--- config.mk ---
export PLATFORM = sky130hd
export DESIGN_NAME = axi_lite_bram_responder_flat
export DESIGN_NICKNAME = d
export VERILOG_FILES = /design/src/rtl/axi_lite_bram_responder_pkg.sv /design/src/rtl/axi_lite_bram_responder_if.sv /design/src/rtl/axi_lite_bram_responder_arbiter.sv /design/src/rtl/axi_lite_bram_responder.sv /design/src/flat_wrapper.sv
export SDC_FILE = /design/constraint.sdc
export NUM_CORES = 1
export LEC_CHECK = 0
export ABC_AREA = 1
export CORE_MARGIN = 5
export CORE_UTILIZATION = 40
export DETAILED_ROUTE_END_ITERATION = 10
export PLACE_DENSITY = 0.77
export SLEW_MARGIN = 20
export SYNTH_ARGS = -nofsm -noshare
export SYNTH_HDL_FRONTEND = slang
export SYNTH_HIERARCHICAL = 1
export SYNTH_SLANG_ARGS = --single-unit
--- constraint.sdc ---
create_clock -name clk -period 2.1 [get_ports clk]
set_clock_uncertainty 0.1 [all_clocks]
set_input_delay 0.42 -clock clk [delete_from_list [all_inputs] [get_ports clk]]
set_output_delay 0.42 -clock clk [all_outputs]
set_load 0.03 [all_outputs]
--- src/rtl/axi_lite_bram_responder_pkg.sv ---
// Shared types and constants for the AXI4-Lite BRAM responder.
// Response codes and the read/write FSM state encodings live here.
package axi_lite_bram_responder_pkg;

  localparam logic [1:0] RESP_OKAY   = 2'b00;
  localparam logic [1:0] RESP_DECERR = 2'b11;

  typedef enum logic [1:0] {
    R_IDLE = 2'd0,
    R_REQ  = 2'd1,
    R_DATA = 2'd2,
    R_RESP = 2'd3
  } read_state_t;

  typedef enum logic [1:0] {
    W_IDLE = 2'd0,
    W_REQ  = 2'd1,
    W_RESP = 2'd2
  } write_state_t;

endpackage

--- src/rtl/axi_lite_bram_responder_if.sv ---
// AXI4-Lite bus bundle between the processor-side master and the BRAM responder.
interface axi_lite_if #(
  parameter int ADDR_W = 32
);
  logic              awvalid;
  logic              awready;
  logic [ADDR_W-1:0] awaddr;
  logic              wvalid;
  logic              wready;
  logic [31:0]       wdata;
  logic [3:0]        wstrb;
  logic              bvalid;
  logic              bready;
  logic [1:0]        bresp;
  logic              arvalid;
  logic              arready;
  logic [ADDR_W-1:0] araddr;
  logic              rvalid;
  logic              rready;
  logic [31:0]       rdata;
  logic [1:0]        rresp;

  modport slave (
    input  awvalid, awaddr, wvalid, wdata, wstrb, bready, arvalid, araddr, rready,
    output awready, wready, bvalid, bresp, arready, rvalid, rdata, rresp
  );

  modport master (
    output awvalid, awaddr, wvalid, wdata, wstrb, bready, arvalid, araddr, rready,
    input  awready, wready, bvalid, bresp, arready, rvalid, rdata, rresp
  );
endinterface

--- src/rtl/axi_lite_bram_responder_arbiter.sv ---
// Two-requester round-robin arbiter for the single BRAM port.
// The turn pointer only moves on contention, so lone requests never disturb fairness.
module bram_port_rr_arbiter (
  input  logic clk,
  input  logic resetn,
  input  logic i_rd_req,
  input  logic i_wr_req,
  output logic o_rd_gnt,
  output logic o_wr_gnt
);
  logic r_last_write;
  logic w_both;

  assign w_both   = i_rd_req & i_wr_req;
  assign o_wr_gnt = i_wr_req & (~i_rd_req | ~r_last_write);
  assign o_rd_gnt = i_rd_req & (~i_wr_req |  r_last_write);

  always_ff @(posedge clk or negedge resetn) begin
    if (!resetn) begin
      r_last_write <= 1'b0;
    end else if (w_both) begin
      r_last_write <= o_wr_gnt;
    end
  end
endmodule

--- src/rtl/axi_lite_bram_responder.sv ---
// AXI4-Lite responder serving a single-port byte-enabled BRAM.
// Independent read and write FSMs share the BRAM port through a round-robin arbiter.
module axi_lite_bram_responder
  import axi_lite_bram_responder_pkg::*;
#(
  parameter int MEM_LINES = 4096,
  parameter int ADDR_W    = 32
) (
  input  logic                         clk,
  input  logic                         resetn,
  axi_lite_if.slave                    s_axi,
  output logic [$clog2(MEM_LINES)-1:0] bram_addr,
  output logic                         bram_en,
  output logic [3:0]                   bram_be,
  output logic [31:0]                  bram_data_in,
  input  logic [31:0]                  bram_data_out
);
  localparam int IDX_W = $clog2(MEM_LINES);

  // Holds all readies low while reset is asserted and for the first edge after it.
  logic r_rst_done;

  read_state_t      r_rstate, w_rstate_nxt;
  logic [IDX_W-1:0] r_araddr, w_araddr_nxt;
  logic [31:0]      r_rdata,  w_rdata_nxt;
  logic [1:0]       r_rresp,  w_rresp_nxt;
  logic             w_arready, w_rvalid, w_rd_req, w_rd_gnt, w_ar_in_range;

  write_state_t     r_wstate, w_wstate_nxt;
  logic             r_aw_done, w_aw_done_nxt;
  logic             r_w_done,  w_w_done_nxt;
  logic [ADDR_W-3:0] r_awaddr, w_awaddr_nxt;
  logic [31:0]      r_wdata,  w_wdata_nxt;
  logic [3:0]       r_wstrb,  w_wstrb_nxt;
  logic [1:0]       r_bresp,  w_bresp_nxt;
  logic             w_awready, w_wready, w_bvalid, w_wr_req, w_wr_gnt;

  logic             w_unused;
  assign w_unused = ^{s_axi.araddr[1:0], s_axi.awaddr[1:0]};

  assign w_ar_in_range = (s_axi.araddr[ADDR_W-1:IDX_W+2] == '0);

  always_ff @(posedge clk or negedge resetn) begin
    if (!resetn) begin
      r_rst_done <= 1'b0;
    end else begin
      r_rst_done <= 1'b1;
    end
  end

  always_ff @(posedge clk or negedge resetn) begin
    if (!resetn) begin
      r_rstate <= R_IDLE;
      r_araddr <= '0;
      r_rdata  <= '0;
      r_rresp  <= RESP_OKAY;
    end else begin
      r_rstate <= w_rstate_nxt;
      r_araddr <= w_araddr_nxt;
      r_rdata  <= w_rdata_nxt;
      r_rresp  <= w_rresp_nxt;
    end
  end

  always_comb begin
    w_rstate_nxt = r_rstate;
    w_araddr_nxt = r_araddr;
    w_rdata_nxt  = r_rdata;
    w_rresp_nxt  = r_rresp;
    w_arready    = 1'b0;
    w_rvalid     = 1'b0;
    w_rd_req     = 1'b0;
    case (r_rstate)
      R_IDLE: begin
        w_arready = r_rst_done;
        if (w_arready && s_axi.arvalid) begin
          w_araddr_nxt = s_axi.araddr[IDX_W+1:2];
          if (w_ar_in_range) begin
            w_rstate_nxt = R_REQ;
          end else begin
            w_rresp_nxt  = RESP_DECERR;
            w_rdata_nxt  = '0;
            w_rstate_nxt = R_RESP;
          end
        end
      end
      R_REQ: begin
        w_rd_req = 1'b1;
        if (w_rd_gnt) begin
          w_rstate_nxt = R_DATA;
        end
      end
      R_DATA: begin
        w_rdata_nxt  = bram_data_out;
        w_rresp_nxt  = RESP_OKAY;
        w_rstate_nxt = R_RESP;
      end
      R_RESP: begin
        w_rvalid = 1'b1;
        if (s_axi.rready) begin
          w_rstate_nxt = R_IDLE;
        end
      end
      default: w_rstate_nxt = R_IDLE;
    endcase
  end

  always_ff @(posedge clk or negedge resetn) begin
    if (!resetn) begin
      r_wstate  <= W_IDLE;
      r_aw_done <= 1'b0;
      r_w_done  <= 1'b0;
      r_awaddr  <= '0;
      r_wdata   <= '0;
      r_wstrb   <= '0;
      r_bresp   <= RESP_OKAY;
    end else begin
      r_wstate  <= w_wstate_nxt;
      r_aw_done <= w_aw_done_nxt;
      r_w_done  <= w_w_done_nxt;
      r_awaddr  <= w_awaddr_nxt;
      r_wdata   <= w_wdata_nxt;
      r_wstrb   <= w_wstrb_nxt;
      r_bresp   <= w_bresp_nxt;
    end
  end

  // AW and W are captured independently; the range decision uses whichever
  // address is current, so a same-cycle AW+W pair moves on in one edge.
  always_comb begin
    w_wstate_nxt  = r_wstate;
    w_aw_done_nxt = r_aw_done;
    w_w_done_nxt  = r_w_done;
    w_awaddr_nxt  = r_awaddr;
    w_wdata_nxt   = r_wdata;
    w_wstrb_nxt   = r_wstrb;
    w_bresp_nxt   = r_bresp;
    w_awready     = 1'b0;
    w_wready      = 1'b0;
    w_bvalid      = 1'b0;
    w_wr_req      = 1'b0;
    case (r_wstate)
      W_IDLE: begin
        w_awready = r_rst_done & ~r_aw_done;
        w_wready  = r_rst_done & ~r_w_done;
        if (w_awready && s_axi.awvalid) begin
          w_aw_done_nxt = 1'b1;
          w_awaddr_nxt  = s_axi.awaddr[ADDR_W-1:2];
        end
        if (w_wready && s_axi.wvalid) begin
          w_w_done_nxt = 1'b1;
          w_wdata_nxt  = s_axi.wdata;
          w_wstrb_nxt  = s_axi.wstrb;
        end
        if (w_aw_done_nxt && w_w_done_nxt) begin
          if (w_awaddr_nxt[ADDR_W-3:IDX_W] == '0) begin
            w_wstate_nxt = W_REQ;
          end else begin
            w_bresp_nxt  = RESP_DECERR;
            w_wstate_nxt = W_RESP;
          end
        end
      end
      W_REQ: begin
        w_wr_req = 1'b1;
        if (w_wr_gnt) begin
          w_bresp_nxt  = RESP_OKAY;
          w_wstate_nxt = W_RESP;
        end
      end
      W_RESP: begin
        w_bvalid = 1'b1;
        if (s_axi.bready) begin
          w_aw_done_nxt = 1'b0;
          w_w_done_nxt  = 1'b0;
          w_wstate_nxt  = W_IDLE;
        end
      end
      default: w_wstate_nxt = W_IDLE;
    endcase
  end

  bram_port_rr_arbiter u_arb (
    .clk      (clk),
    .resetn   (resetn),
    .i_rd_req (w_rd_req),
    .i_wr_req (w_wr_req),
    .o_rd_gnt (w_rd_gnt),
    .o_wr_gnt (w_wr_gnt)
  );

  assign s_axi.arready = w_arready;
  assign s_axi.rvalid  = w_rvalid;
  assign s_axi.rdata   = r_rdata;
  assign s_axi.rresp   = r_rresp;
  assign s_axi.awready = w_awready;
  assign s_axi.wready  = w_wready;
  assign s_axi.bvalid  = w_bvalid;
  assign s_axi.bresp   = r_bresp;

  assign bram_en      = w_rd_gnt | w_wr_gnt;
  assign bram_addr    = w_wr_gnt ? r_awaddr[IDX_W-1:0] : r_araddr;
  assign bram_be      = w_wr_gnt ? r_wstrb : 4'b0000;
  assign bram_data_in = w_wr_gnt ? r_wdata : 32'h0;
endmodule

--- src/flat_wrapper.sv ---
// flat-port wrapper written by rule: the top's interface ports become plain ports
module axi_lite_bram_responder_flat import axi_lite_bram_responder_pkg::*;
#(
  parameter int MEM_LINES = 4096,
  parameter int ADDR_W    = 32
)
  (clk, resetn, bram_addr, bram_en, bram_be, bram_data_in, bram_data_out, s_axi_awvalid, s_axi_awaddr, s_axi_wvalid, s_axi_wdata, s_axi_wstrb, s_axi_bready, s_axi_arvalid, s_axi_araddr, s_axi_rready, s_axi_awready, s_axi_wready, s_axi_bvalid, s_axi_bresp, s_axi_arready, s_axi_rvalid, s_axi_rdata, s_axi_rresp);
  axi_lite_if #(.ADDR_W(ADDR_W)) s_axi_i ();
  input  logic clk;
  input  logic resetn;
  output logic [$clog2(MEM_LINES)-1:0] bram_addr;
  output logic bram_en;
  output logic [3:0] bram_be;
  output logic [31:0] bram_data_in;
  input  logic [31:0] bram_data_out;
  input wire logic [$bits(s_axi_i.awvalid)-1:0] s_axi_awvalid;
  input wire logic [$bits(s_axi_i.awaddr)-1:0] s_axi_awaddr;
  input wire logic [$bits(s_axi_i.wvalid)-1:0] s_axi_wvalid;
  input wire logic [$bits(s_axi_i.wdata)-1:0] s_axi_wdata;
  input wire logic [$bits(s_axi_i.wstrb)-1:0] s_axi_wstrb;
  input wire logic [$bits(s_axi_i.bready)-1:0] s_axi_bready;
  input wire logic [$bits(s_axi_i.arvalid)-1:0] s_axi_arvalid;
  input wire logic [$bits(s_axi_i.araddr)-1:0] s_axi_araddr;
  input wire logic [$bits(s_axi_i.rready)-1:0] s_axi_rready;
  output wire logic [$bits(s_axi_i.awready)-1:0] s_axi_awready;
  output wire logic [$bits(s_axi_i.wready)-1:0] s_axi_wready;
  output wire logic [$bits(s_axi_i.bvalid)-1:0] s_axi_bvalid;
  output wire logic [$bits(s_axi_i.bresp)-1:0] s_axi_bresp;
  output wire logic [$bits(s_axi_i.arready)-1:0] s_axi_arready;
  output wire logic [$bits(s_axi_i.rvalid)-1:0] s_axi_rvalid;
  output wire logic [$bits(s_axi_i.rdata)-1:0] s_axi_rdata;
  output wire logic [$bits(s_axi_i.rresp)-1:0] s_axi_rresp;
  assign s_axi_i.awvalid = s_axi_awvalid;
  assign s_axi_i.awaddr = s_axi_awaddr;
  assign s_axi_i.wvalid = s_axi_wvalid;
  assign s_axi_i.wdata = s_axi_wdata;
  assign s_axi_i.wstrb = s_axi_wstrb;
  assign s_axi_i.bready = s_axi_bready;
  assign s_axi_i.arvalid = s_axi_arvalid;
  assign s_axi_i.araddr = s_axi_araddr;
  assign s_axi_i.rready = s_axi_rready;
  assign s_axi_awready = s_axi_i.awready;
  assign s_axi_wready = s_axi_i.wready;
  assign s_axi_bvalid = s_axi_i.bvalid;
  assign s_axi_bresp = s_axi_i.bresp;
  assign s_axi_arready = s_axi_i.arready;
  assign s_axi_rvalid = s_axi_i.rvalid;
  assign s_axi_rdata = s_axi_i.rdata;
  assign s_axi_rresp = s_axi_i.rresp;
  axi_lite_bram_responder #(.MEM_LINES(MEM_LINES), .ADDR_W(ADDR_W)) u_core (.clk(clk), .resetn(resetn), .s_axi(s_axi_i), .bram_addr(bram_addr), .bram_en(bram_en), .bram_be(bram_be), .bram_data_in(bram_data_in), .bram_data_out(bram_data_out));
endmodule
======== Word level (Yosys, flattened, before mapping) ========
Cells that the tools add are included.
storage, ports and cells
  register bits after elaboration ......... 122
  latch bits .............................. 0
  memory bits (writable) .................. 0
  bits in read-only memories .............. 0
  output and inout bits ................... 90
  logic and storage cells ................. 99
  memories ................................ 0
operators by class
  $add $sub $neg .......................... 0
  multiply operators ...................... 0
  div/mod/pow operators ................... 0
  order comparisons ....................... 0
  equality and inequality tests ........... 14
  shift-type cells ........................ 0
  multiplexer cells ....................... 39
  bitwise operators ....................... 13
  reductions and logical operators ........ 19
operators with widths
  operator                                                          count
  32-bit 2-to-1 mux                                                 3
  32-bit case mux with 2 select lines                               1
  30-bit 2-to-1 mux                                                 2
  18-bit logical NOT                                                2
  2-bit 2-to-1 mux                                                  13
  1-bit 2-to-1 mux                                                  12
  12-bit 2-to-1 mux                                                 1
  2-bit by 1-bit != test with 1-bit output (second input constant)  5
  3-bit AND reduction                                               3
  2-bit != test (second input constant)                             4
  2-bit case mux with 2 select lines                                2
  2-bit case mux with 4 select lines                                1
  2-bit AND reduction                                               4
  2-bit == test (second input constant)                             3
  2-bit case mux with 3 select lines                                1
  2-bit nonzero test                                                3
  1-bit AND                                                         5
  1-bit inverter                                                    5
  2-bit by 1-bit == test with 1-bit output (second input constant)  2
  1-bit logical AND                                                 4
  2-bit logical NOT                                                 2
  4-bit 2-to-1 mux                                                  1
  1-bit case mux with 2 select lines                                2
  4-bit AND reduction                                               1
  1-bit OR                                                          3

======== Logic depth before layout (Yosys ltp) ========
  word-level depth ........................ 9
  gate-level depth with buffers ........... 11
  gate-level depth less buffers ........... 10

======== Cells and area by module ========
The synthesis kept the hierarchy.
modules (own cells, without submodules)
  module                   times used  cells each  area each (µm²)  sequential area each (µm²)
  axi_lite_bram_responder  1           744         5780.5           2977.9
  bram_port_rr_arbiter     1           8           60.1             25.0

======== Least setup slack after synthesis ========
Ideal clock, no wire load.
  path kind ............................... register -> output
  start ................................... register u_core.r_wstate[1]
  end ..................................... output bram_data_in[21]
  data arrival time ....................... 1.699 ns
  path slack .............................. -0.119 ns
  stages on the path, launching flop included .. 10
  cell sequence ........................... dfrtp_1 inv_1 nand2_1 inv_1 a21boi_1 clkbuf_1 buf_2 buf_1 nand2_1 inv_1
on the way
  longest elaborated chain between the ends .. 4
RTL lines
  element                                   line                                   source
  from (decl)                               axi_lite_bram_responder.sv:29          write_state_t r_wstate, w_wstate_nxt;
  from (signal assigned)                    axi_lite_bram_responder.sv:118         r_wstate <= w_wstate_nxt;
  2-bit by 1-bit == test with 1-bit output  axi_lite_bram_responder.sv:142         case (r_wstate)
  1-bit 2-to-1 mux                          axi_lite_bram_responder.sv:142
  named net u_core.w_wr_req                 axi_lite_bram_responder.sv:36          logic w_awready, w_wready, w_bvalid, w_wr_req, w_wr_gnt;
  1-bit AND                                 axi_lite_bram_responder_arbiter.sv:15  assign o_wr_gnt = i_wr_req & (~i_rd_req | ~r_last_write);
  named net u_core.w_wr_gnt                 axi_lite_bram_responder.sv:36
  32-bit 2-to-1 mux                         axi_lite_bram_responder.sv:204         assign bram_data_in = w_wr_gnt ? r_wdata : 32'h0;
  to (decl)                                 flat_wrapper.sv:14                     output logic [31:0] bram_data_in;
The timed path passes the listed nets, and every way through them passes these cells.

======== Final worst setup path ========
  start ................................... register u_core.r_rstate[1]
  end ..................................... output bram_addr[0]
on the way
  longest elaborated chain between the ends .. 6
RTL lines
  element                                   line                                   source
  from (decl)                               axi_lite_bram_responder.sv:23          read_state_t r_rstate, w_rstate_nxt;
  from (signal assigned)                    axi_lite_bram_responder.sv:58          r_rstate <= w_rstate_nxt;
  2-bit by 1-bit == test with 1-bit output  axi_lite_bram_responder.sv:73          case (r_rstate)
  1-bit 2-to-1 mux                          axi_lite_bram_responder.sv:73
  named net u_core.w_rd_req                 axi_lite_bram_responder.sv:27          logic w_arready, w_rvalid, w_rd_req, w_rd_gnt, w_ar_in_range;
  1-bit inverter                            axi_lite_bram_responder_arbiter.sv:15
  1-bit OR                                  axi_lite_bram_responder_arbiter.sv:15
  1-bit AND                                 axi_lite_bram_responder_arbiter.sv:15
  named net u_core.w_wr_gnt                 axi_lite_bram_responder.sv:36
  12-bit 2-to-1 mux                         axi_lite_bram_responder.sv:202         assign bram_addr = w_wr_gnt ? r_awaddr[IDX_W-1:0] : r_araddr;
  to (decl)                                 flat_wrapper.sv:11                     output logic [$clog2(MEM_LINES)-1:0] bram_addr;
The timed path passes the listed nets, and every way through them passes these cells.

==> key figures <==
Critical path
  • CP max stage cell: dfrtp_1
  • Critical Path RT: around 1600 ps
  • Worst Setup End Kind: primary output
  • Crit-path max cell delay: 370 ps
  • CP Launch Type: flip-flop
  • CP Cell Sequence: inv_2 -> ha_4 -> a21boi_4 -> buf_12 -> clkinvlp_4 -> nand2_1 -> nand2_2 -> buf_6
  • WS Path Type: flip-flop to primary output
  • Worst Path Arrival: ~1900 ps
  • Worst Path Max Fanout: 7

Global route
  • GRT Resource Usage Total: ~20%
  • Initial antenna violation count: 0
  • Vias in the first global route: about 5.7k
  • Gr ovfl total: 0
  • Largest net degree at the start of global routing: between 60 and 70
  • First-pass GRT wire length: 27,100 um

Final layout
  • Ant. Diodes: 0
  • Area Overhead vs Synth: 61.0%
  • Finished Layout Cells: 1,191
  • Layout cells sized above 1: between 20% and 30%
  • Design area: 0.00941 mm^2
  • Final nets: ~1.1k

STA
  • Final setup fails: 49
  • Final WS setup: -288 ps
  • RSZ-0062 raised after global routing: true
  • Final Hold Vio Count: 0
  • Fin crit period: 2390 ps
  • Fin crit share: 114%
  • Hold slack final: ~370 ps
  • Max Slew Vio Count: 0
  • Fmax: 419 MHz

Pwr
  • Flop pwr share: approximately a third
  • Pleak: 0.00510 uW
  • Combinational Power Share: around two fifths
  • Power per Cell Area: around 1200 mW/mm^2
  • Clk network pwr share: 25.6%
  • Sw Share: between 30% and 40%
  • Internal Power: 7060 uW
  • Switch Pwr: 4160 uW
  • Maximum vdd ir drop: approximately 0.55 mV

Outcome
  • Status: finished, violations left
  • Failing checks: negative setup slack

Drt
  • First-pass detailed-route iteration total: 4
  • Remaining DRCs: 0
  • DRT iter0 DRCs: 400
  • Number of nets with antenna violations after routing: 0
  • Drt via density: 4.69
  • Post-Route WL: 17,400 um
  • DR vias: 5,584
  • Avg WL per Cell: 14.6 um

CTS
  • CTS buffer count: 17
  • Worst-skew pair later-pin latency: approximately 400 ps
  • H-Tree Depth: 4
  • CTS tree: built
  • Clk pin slew, worst setup/hold paths: ~60 ps
  • Clock Tree Root: clkbuf_16
  • Max clock buf depth: 2
  • Clock Sink Count: 120

Synthesis
  • Mapped Area: between 0.005 and 0.006 mm^2
  • Mapped Nets: between 800 and 900
  • Seq cells post-synth: 120
  • Register area share after synthesis: 51.4%
  • Most frequent cell after synthesis: nand2_1
  • Area leader, netlist: dfrtp_1
  • Post-synth EDFFs: 0
  • Synth warn: 6
  • Syn Inst Count: about 750
  • Synth cell types: 30
  • Main synth FF type: dfrtp_1
  • Syn_area_per_cell: ~7.8 um^2
  • Cells taking the most area after synthesis: dfrtp_1 (51%), nand2_1 (20%), nand3_1 (6.7%)
  • Post-synth ARST share: 100%
  • Most common library cells after synthesis: nand2_1 (318), dfrtp_1 (120), inv_1 (102)
  • Top cell type's share of synthesized area: roughly half

Floorplan
  • Chip Height: around 130 um
  • Io pins: between 200 and 250
  • CORE AREA: 0.0144 mm^2
  • Starting density of the core: 40.5%
  • Die area: 0.0171 mm^2
  • Rows: 44
  • Die width: approximately 130 um

Place
  • Dpl cell area: 0.00818 mm^2
  • Setup WS pre-CTS: -48.6 ps
  • Dpl hpwl: ~12,000 um
  • Post-Place Cells: 1,138
  • Port buffer count: 224
  • GP Congestion: slightly above 0.8

Flow run
  • Max cap viols: 0

Min path
  • Hold crit path type: flip-flop to flip-flop
registers in the layout, summed over array words and instances (netlist names), 2 cells and up:
register            flops
u_core/r_rstate         2
u_core/r_wstrb          4
u_core/r_araddr        12
u_core/s_axi.rdata     32
u_core/r_wdata         32
u_core/r_awaddr        30
u_core/r_wstate         2
power groups by stage:
| stage | logic, uW | registers (uW) | clock network, uW |
|---|---|---|---|
| 2_1_floorplan | 2410 | 4000 | 0 |
| 3_3_place_gp | 4060 | 3780 | 0 |
| 3_5_place_dp | 4150 | 3810 | 0 |
| 4_1_cts | 4400 | 3810 | 2920 |
| 5_1_grt | 4950 | 3980 | 3040 |
| 6_report | 4480 | 3870 | 2870 |
through the flow:
| stage | util [%] | power [uW] | setup TNS (ps) |
|---|---|---|---|
| 6_report | 65.2 | 11200 | -11460 |
| 3_3_place_gp | 56.7 | 7840 | 0 |
| 5_1_grt | 65.2 | 12000 | -16300 |
| 2_1_floorplan | - | 6410 | 0 |
| 4_1_cts | 63.8 | 11100 | -11280 |
| 3_5_place_dp | 56.7 | 7960 | -210 |
worst max-delay path, delay by kind of cell, from the launching register on:
kind	cells	cell delay, ps
buffers and inverters	4	540
DFF	1	370
and+or+nand+nor	2	210
adders and majority gates	1	170
AOI/OAI and AO/OA	1	170
layout make-up:
type                       instances  area, um^2
sequential                       120        3000
clock buffer                      21         450
timing repair buffer             262        2770
tap                              184         230
timing repair inverter             1        7.51
multi-input combinational        490        2420
inverter                         103         395
fill                            1180        5020
clock inverter                    10         128
cells by family (layout without fill, tap and decap cells):
logic type,Yosys count,count (layout),synth area share [%]
compound gates,24,24,2.29
fa+ha+maj,5,5,1.07
buf+inv,142,397,10.3
flops,120,120,51.4
mux,21,21,4.18
other cells,1,1,0.0642
simple gates,439,439,30.7
layout by cell type (no fill, tap or decap), drive strengths merged:
master         instances
nand2                323
clkdlybuf4s50        169
dfrtp                120
inv                  102
buf                   88
nand3                 78
nor2                  31
clkbuf                25
mux2                  21
o21ai                 15
clkinv                 6
ha                     5
a21boi                 4
bufinv                 3
clkinvlp               3
a21oi                  3
nor3                   3
dlygate4sd3            1
and3                   1
nor3b                  1
and2                   1
or2                    1
o22ai                  1
a22oi                  1
conb                   1
repair_timing:
action | CTS | global route
hold endpoints to repair | 120 | 0
setup buffers | 10 | 6
pin swaps | 10 | 8
setup endpoints to repair | 52 | 53
cloned | 3 | 3
hold buffers | 1 | 0
resized for setup | 91 | 45
worst paths after layout:
check                      slack, ps                from               endpoint  cells past startpoint
max                             -290  u_core/r_rstate[1]           bram_addr[0]                      8
min                              370   u_core/r_wdata[4]      u_core/r_wdata[4]                      2
max reg2reg                       80  u_core/r_rstate[1]  u_core/s_axi.bresp[0]                     13
min in group asynchronous        480              resetn    u_core/r_awaddr[10]                      3
max in group asynchronous       1120              resetn  u_core/s_axi.rdata[5]                      3
min reg2reg                      370   u_core/r_wdata[4]      u_core/r_wdata[4]                      2
metal layers:
layer | share of wire [%] | vias to the layer above | global-route usage, %
met5 | 0 | - | 0
met4 | 0.63 | 0 | 5.14
met3 | 8.7 | 9 | 6.99
met2 | 50 | 207 | 33.5
met1 | 41 | 2610 | 24.9
li1 | - | 2758 | -
(Power assumes the default switching activity.)
